## src/rtl/commit_trace_buffer.sv

```systemverilog
// commit_trace_buffer
// First-word-fall-through FIFO of retired-instruction records {pc, instr,
// reg_addr, reg_data} for a trace consumer. When the buffer is full and no
// entry leaves in the same cycle, the incoming retire event is dropped and a
// sticky overflow flag is raised.
// Optional feature: define COMMIT_TRACE_OVF_CNT_EN to build a saturating
// 16-bit count of dropped retire events on ovf_cnt_o. Without it, ovf_cnt_o
// is tied to zero.

package riscv_pkg;
    localparam int unsigned XLEN = 32;
endpackage

module commit_trace_buffer #(
    parameter int unsigned XLEN  = riscv_pkg::XLEN,
    parameter int unsigned DEPTH = 8
) (
    input  logic                       clk_i,
    input  logic                       rstn_i,
    input  logic                       update_i,
    input  logic [XLEN-1:0]            pc_i,
    input  logic [XLEN-1:0]            instr_i,
    input  logic [4:0]                 reg_addr_i,
    input  logic [XLEN-1:0]            reg_data_i,
    input  logic                       flush_i,
    output logic                       valid_o,
    input  logic                       ready_i,
    output logic [XLEN-1:0]            pc_o,
    output logic [XLEN-1:0]            instr_o,
    output logic [4:0]                 reg_addr_o,
    output logic [XLEN-1:0]            reg_data_o,
    output logic [$clog2(DEPTH):0]     count_o,
    output logic                       overflow_o,
    output logic [15:0]                ovf_cnt_o
);

    localparam int unsigned PTR_W = $clog2(DEPTH);
    localparam int unsigned CNT_W = PTR_W + 1;
    localparam logic [CNT_W-1:0] FULL_CNT = CNT_W'(DEPTH);
    localparam logic [CNT_W-1:0] ZERO_CNT = {CNT_W{1'b0}};
    localparam logic [PTR_W-1:0] ZERO_PTR = {PTR_W{1'b0}};

    // Entry storage; contents are never reset, occupancy is tracked by count_q
    logic [XLEN-1:0] pc_mem_q       [DEPTH];
    logic [XLEN-1:0] instr_mem_q    [DEPTH];
    logic [4:0]      reg_addr_mem_q [DEPTH];
    logic [XLEN-1:0] reg_data_mem_q [DEPTH];

    logic [PTR_W-1:0] wr_ptr_q, wr_ptr_d;
    logic [PTR_W-1:0] rd_ptr_q, rd_ptr_d;
    logic [CNT_W-1:0] count_q,  count_d;
    logic             overflow_q, overflow_d;

    logic             not_empty_s;
    logic             full_s;
    logic             pop_s;
    logic             push_s;
    logic             drop_s;
    logic [XLEN-1:0]  reg_data_in_s;

    // Handshake decode: pop needs a visible head, push needs room or a same-cycle pop
    always_comb begin
        not_empty_s = (count_q != ZERO_CNT);
        full_s      = (count_q == FULL_CNT);
        pop_s       = not_empty_s && ready_i;
        push_s      = update_i && (!full_s || pop_s);
        drop_s      = update_i && full_s && !pop_s;
    end

    // Writes to x0 carry no data, so the stored value is forced to zero
    always_comb begin
        if (reg_addr_i == 5'd0) begin
            reg_data_in_s = {XLEN{1'b0}};
        end else begin
            reg_data_in_s = reg_data_i;
        end
    end

    // Next-state for pointers, occupancy and the sticky overflow flag; flush wins
    always_comb begin
        wr_ptr_d   = wr_ptr_q;
        rd_ptr_d   = rd_ptr_q;
        count_d    = count_q;
        overflow_d = overflow_q;
        if (flush_i) begin
            wr_ptr_d   = ZERO_PTR;
            rd_ptr_d   = ZERO_PTR;
            count_d    = ZERO_CNT;
            overflow_d = 1'b0;
        end else begin
            if (push_s) begin
                wr_ptr_d = wr_ptr_q + PTR_W'(1);
            end else begin
                wr_ptr_d = wr_ptr_q;
            end
            if (pop_s) begin
                rd_ptr_d = rd_ptr_q + PTR_W'(1);
            end else begin
                rd_ptr_d = rd_ptr_q;
            end
            case ({push_s, pop_s})
                2'b10:   count_d = count_q + CNT_W'(1);
                2'b01:   count_d = count_q - CNT_W'(1);
                default: count_d = count_q;
            endcase
            if (drop_s) begin
                overflow_d = 1'b1;
            end else begin
                overflow_d = overflow_q;
            end
        end
    end

    // Control state registers with asynchronous active-low reset
    always_ff @(posedge clk_i or negedge rstn_i) begin
        if (!rstn_i) begin
            wr_ptr_q   <= ZERO_PTR;
            rd_ptr_q   <= ZERO_PTR;
            count_q    <= ZERO_CNT;
            overflow_q <= 1'b0;
        end else begin
            wr_ptr_q   <= wr_ptr_d;
            rd_ptr_q   <= rd_ptr_d;
            count_q    <= count_d;
            overflow_q <= overflow_d;
        end
    end

    // Storage write on an accepted push that is not cancelled by flush
    always_ff @(posedge clk_i) begin
        if (push_s && !flush_i) begin
            pc_mem_q[wr_ptr_q]       <= pc_i;
            instr_mem_q[wr_ptr_q]    <= instr_i;
            reg_addr_mem_q[wr_ptr_q] <= reg_addr_i;
            reg_data_mem_q[wr_ptr_q] <= reg_data_in_s;
        end
    end

`ifdef COMMIT_TRACE_OVF_CNT_EN
    logic [15:0] ovf_cnt_q, ovf_cnt_d;

    // Saturating count of dropped retire events, cleared by flush
    always_comb begin
        if (flush_i) begin
            ovf_cnt_d = 16'h0000;
        end else if (drop_s && (ovf_cnt_q != 16'hFFFF)) begin
            ovf_cnt_d = ovf_cnt_q + 16'h0001;
        end else begin
            ovf_cnt_d = ovf_cnt_q;
        end
    end

    // Dropped-event counter register
    always_ff @(posedge clk_i or negedge rstn_i) begin
        if (!rstn_i) begin
            ovf_cnt_q <= 16'h0000;
        end else begin
            ovf_cnt_q <= ovf_cnt_d;
        end
    end

    assign ovf_cnt_o = ovf_cnt_q;
`else
    assign ovf_cnt_o = 16'h0000;
`endif

    // Head fields fall through from storage and read as zero while empty
    always_comb begin
        if (not_empty_s) begin
            pc_o       = pc_mem_q[rd_ptr_q];
            instr_o    = instr_mem_q[rd_ptr_q];
            reg_addr_o = reg_addr_mem_q[rd_ptr_q];
            reg_data_o = reg_data_mem_q[rd_ptr_q];
        end else begin
            pc_o       = {XLEN{1'b0}};
            instr_o    = {XLEN{1'b0}};
            reg_addr_o = 5'd0;
            reg_data_o = {XLEN{1'b0}};
        end
    end

    assign valid_o    = not_empty_s;
    assign count_o    = count_q;
    assign overflow_o = overflow_q;

endmodule

```

## config.mk

```make
export PLATFORM = sky130hd
export DESIGN_NAME = commit_trace_buffer
export DESIGN_NICKNAME = d
export VERILOG_FILES = /design/src/rtl/commit_trace_buffer.sv
export SDC_FILE = /design/constraint.sdc
export NUM_CORES = 1
export LEC_CHECK = 0
export ABC_AREA = 0
export BUFFER_PORTS_ARGS = -buffer_cell sky130_fd_sc_hd__buf_2
export CAP_MARGIN = 25
export CORE_ASPECT_RATIO = 1.75
export CORE_MARGIN = 10
export CORE_UTILIZATION = 60
export DETAILED_ROUTE_END_ITERATION = 10
export PLACE_DENSITY = 0.81
export SYNTH_ARGS = -nofsm -noshare
export SYNTH_HDL_FRONTEND = slang
export SYNTH_SLANG_ARGS = --single-unit
```

## constraint.sdc

```tcl
create_clock -name clk_i -period 29.5 [get_ports clk_i]
set_input_delay 4.425 -clock clk_i [delete_from_list [all_inputs] [get_ports clk_i]]
set_output_delay 4.425 -clock clk_i [all_outputs]
set_load 0.02 [all_outputs]
```

======== Word-level counts from Yosys, hierarchy flattened ========
Memories as Yosys holds them, arrays and structs flattened.
Cells that the tools add are included.
word-level totals
  output and inout bits ................... 123
  memory bits (writable) .................. 808
  input bits .............................. 106
  register bits ........................... 11
  memories ................................ 4
cells by class
  reductions and logical operators ........ 15
  mux-type cells .......................... 15
  add/sub/neg operators ................... 4
  eq/ne operators ......................... 3
memory list
  name            words  width  rd ports  clocked after Yosys merged registers in  write ports  line  RTL
  instr_mem_q     8      32     1         0                                        1            45    logic [XLEN-1:0] instr_mem_q [DEPTH];
  pc_mem_q        8      32     1         0                                        1            44    logic [XLEN-1:0] pc_mem_q [DEPTH];
  reg_data_mem_q  8      32     1         0                                        1            47    logic [XLEN-1:0] reg_data_mem_q [DEPTH];
  reg_addr_mem_q  8      5      1         0                                        1            46    logic [4:0] reg_addr_mem_q [DEPTH];
operators by type and width
  kind                                               number
  two-way mux 32 bit                                 4
  two-way mux 3 bit                                  4
  one-hot mux 4 bit (2 select lines)                 1
  adder 3 x 1 -> 3 bit (second input constant)       2
  nonzero test 2 bit                                 3
  logical AND 1 bit                                  5
  logical NOT 5 bit                                  1
  two-way mux 5 bit                                  1
  adder 4 x 1 -> 4 bit (second input constant)       1
  == test 4 bit (second input constant)              1
  two-way mux 1 bit                                  4
  two-way mux 4 bit                                  1
  nonzero test 4 bit                                 1
  subtractor 4 x 1 -> 4 bit (second input constant)  1
  logical NOT 1 bit                                  3
  nonzero test 3 bit                                 1
  == test 2 x 1 -> 1 bit (second input constant)     1
  == test 2 bit (second input constant)              1
  logical OR 1 bit                                   1

======== Depth between registers and ports, before layout ========
  depth in word-level cells ............... 7
  gate-level depth with buffers ........... 8
  gate-level depth less buffers ........... 7

======== Worst setup path after synthesis ========
OpenSTA, ideal clock, no wires.
  path kind ............................... in2reg
  from .................................... input update_i
  to ...................................... memory instr_mem_q[0][0], enable pin
  buffers on the path ..................... 1
  arrival time ............................ 15.076 ns
  library setup time ...................... 0.844 ns
  cell stages on the path ................. 3
  path slack .............................. 13.580 ns
  path through ............................ buf_2 > o21ai_2 > nor4b_1
between the ends
  word-level cells in the longest chain between the ends .. 4
RTL lines
  what                                     line  RTL
  from (decl)                              20    input logic update_i,
  logical AND 1 bit                        66    push_s = update_i && (!full_s || pop_s);
  logical AND 1 bit                        131   if (push_s && !flush_i) begin
  two-way mux 1 bit                        131
  two-way mux 1 bit (implied by the code)  133   instr_mem_q[wr_ptr_q] <= instr_i;
  to (decl)                                45
No other way between the ends.

======== Final worst setup path ========
  from .................................... register rd_ptr_q[0]
  to ...................................... output reg_data_o[17]
between the ends
  word-level cells in the longest chain between the ends .. 2
RTL lines
  what                    line  RTL
  from (decl)             50    logic [PTR_W-1:0] rd_ptr_q, rd_ptr_d;
  from (signal assigned)  123   rd_ptr_q <= rd_ptr_d;
  memory (8 x 32 bit)     -
  two-way mux 32 bit      169   if (not_empty_s) begin
  to (decl)               31    output logic [XLEN-1:0] reg_data_o,
No other way between the ends.

==> out/results.ini <==
[status]
outcome=finished, final reports clean

[die]
io_pins=229
die_y_um=324
start_util=0.604
dieArea_um2=62700
chipWidth_um=194
std_cell_rows=111
core_um2=52400

[pwr]
p_leak_nw=11.3
ir_drop_uv=81.8
power_w=0.00295
p_per_area_nw_per_um2=82.8

[worst_setup_path]
critPathLaunchType=flop
critical_path_class=flop to primary output
end_kind=primary output
arrival_ns=3.96
cp.required_ns=25.08
crit_path_max_fanout=40

[global_routing]
grt_max_degree=67
grtUsageTotal=0.213
grt_pass1_vias=16000
grt_pass1_wl_um=100000
antenna_found_initial=9
grt-ovfl-total=0

[clock_tree]
cts_buffer_depth=3
cts_sinks=819
path_clk_slew_ns=0.07
worstSkewPairLatency_ns=0.61
post_cts_resized=0
hold_buffers=0
post-cts-setup-buffer-count=0
cts_tree=built
numCtsBuffers=68
h-tree-depth=3
cts_root_buf=clkbuf_16

[drt]
via_per_inst=6.18
first_pass_iters=5
first_iter_violations=1278
drt_drc_violations_left=0
wirelength_um=65700
vias=14800
ant_nets=0
detail_route.wl_per_cell_um=27.5

[synth]
synth-edff-count=808
ys_async_sr_fraction=0.0134
synth_cell_type_count=43
synth_area_leaders=edfxtp_1, mux4_2, mux2i_1, nor2_1, dfrtp_1
netlist_area_um2=31600
ys_seq_area_frac=0.776
syn_avg_cell_area_um2=22.3
synth-seq-cells=819
synthTopCellsByCount=edfxtp_1, mux4_2, nor2_1, mux2i_1, clkbuf_1
yosysMostFrequentCell=edfxtp_1
ys_dominant_reg_cell=edfxtp_1
synth_warnings=0
yosysTopAreaCellShare=0.767
syn-instance-count=1417
yosysTopAreaCell=edfxtp_1

[cells_and_area]
multi_input_area_um2=6740
nFillCells=3206
nets=1764
utilization=0.680
stdcell_area_um2=35600
seqCellArea_um2=24500
drive_gt1_frac=0.329
area_delta_synth_final_pct=12.6

[sta]
clock.fmax_ghz=0.119
rsz0062_at_grt=no
finalCritPeriodShare=0.284
hold_viol_final=0
drv_slew=0
slew-limit-headroom=0.275
whs_ns=0.498
setup_violations=0
tightest_slew_ns=1.09
fin_skew_ns=0.0245
tns_ns=0
period_minus_slack_ns=8.39

[placed_design]
dpl_cell_area_um2=33500
place_congestion=0.726
dpl.hpwl_um=35800
io_buffers=212

[worst_hold_path]
hold_class=flop to flop

[job]
maxCapViolations=0

## cell usage in the layout (no fill, tap or decap), types with 2 or more instances in the layout
cell,Yosys,layout
conb_1,1,16
buf_2,25,212
nor3_2,0,3
mux2i_1,103,103
nand3_1,2,2
nor2_4,0,3
clkbuf_16,0,70
buf_16,0,2
dfrtp_1,11,8
nor2b_1,34,34
xor2_1,5,5
mux4_2,202,202
clkbuf_1,39,16
nor3_1,5,2
buf_4,16,28
inv_1,2,2
edfxtp_1,808,808
ha_1,4,4
nand2_1,3,3
clkinv_2,0,12
inv_6,0,4
clkinv_1,0,13
dfrtp_4,0,3
bufinv_16,0,2
nor2_1,115,111
diode_2,0,6
clkinvlp_4,0,3
o21ai_0,3,3
a21oi_1,3,3
buf_12,0,2
## power by group
group | total (W) | leakage (nW) | switching [W] | internal [W]
Clock | 0.000843 | 1.01 | 0.000387 | 0.000456
Sequential | 0.00134 | 7.45 | 0.0000295 | 0.00131
Combinational | 0.000769 | 2.88 | 0.000454 | 0.000316
Total | 0.00295 | 11.3 | 0.000871 | 0.00208
## metrics by stage
step | instances | worst slack, ns
finish | 2390 | 21.11
global route | 2389 | 20.74
CTS | 2381 | 20.74
detailed placement | 2259 | 21.42
global placement | 2257 | 21.29
floorplan | 1432 | 13.58
## area by class of cell
| class | instances | share of cell area |
|---|---|---|
| Timing Repair Buffer | 245 | 0.0387 |
| Clock buffer | 86 | 0.0509 |
| Inverter | 3 | 0.000316 |
| Multi-Input combinational cell | 517 | 0.189 |
| Sequential cell | 819 | 0.690 |
| Clock inverter | 36 | 0.00706 |
| Antenna cell | 6 | 0.000422 |
| Tap cell | 678 | 0.0238 |
## sequential cells by signal, indices dropped and copies added (netlist names)
register        flops
count_o             4
instr_mem_q       256
overflow_o          1
pc_mem_q          256
rd_ptr_q            3
reg_addr_mem_q     40
reg_data_mem_q    256
wr_ptr_q            3
## final timing paths
check,slack (ns),endpoint,start,depth (start not counted)
worst max-delay path,21.11,reg_data_o[17],rd_ptr_q[0],6
worst min-delay path,0.50,overflow_o,overflow_o,2
worst max register to register,26.43,reg_data_mem_q[7][18],count_o[1],4
worst min register to register,0.50,overflow_o,overflow_o,2
max in group asynchronous,25.56,rd_ptr_q[2],rstn_i,1
min in group asynchronous,3.70,count_o[1],rstn_i,1
## per-layer routing
layer,track usage,share of wire
met3,0.0408,0.071
met5,0,0.00041
met4,0.0816,0.025
met1,0.272,0.38
met2,0.358,0.52
## critical path, cell delays in order (launching register included)
cell and delay, ns:
dfrtp_4 0.85, buf_4 0.58, buf_4 0.73, mux4_2 0.60, mux2i_1 0.24, nor2_1 0.13
buf_2 0.22
## kinds of logic after synthesis
group           Yosys count  share of synthesized area
other cells               1                   0.000119
xor+xnor                  5                    0.00138
compound gates           14                    0.00384
fa+ha+maj                 4                    0.00158
flops                   819                      0.776
mux                     306                      0.177
buf+inv                  96                     0.0148
simple gates            172                     0.0254
Note: power is estimated with default switching activity, not from simulation.
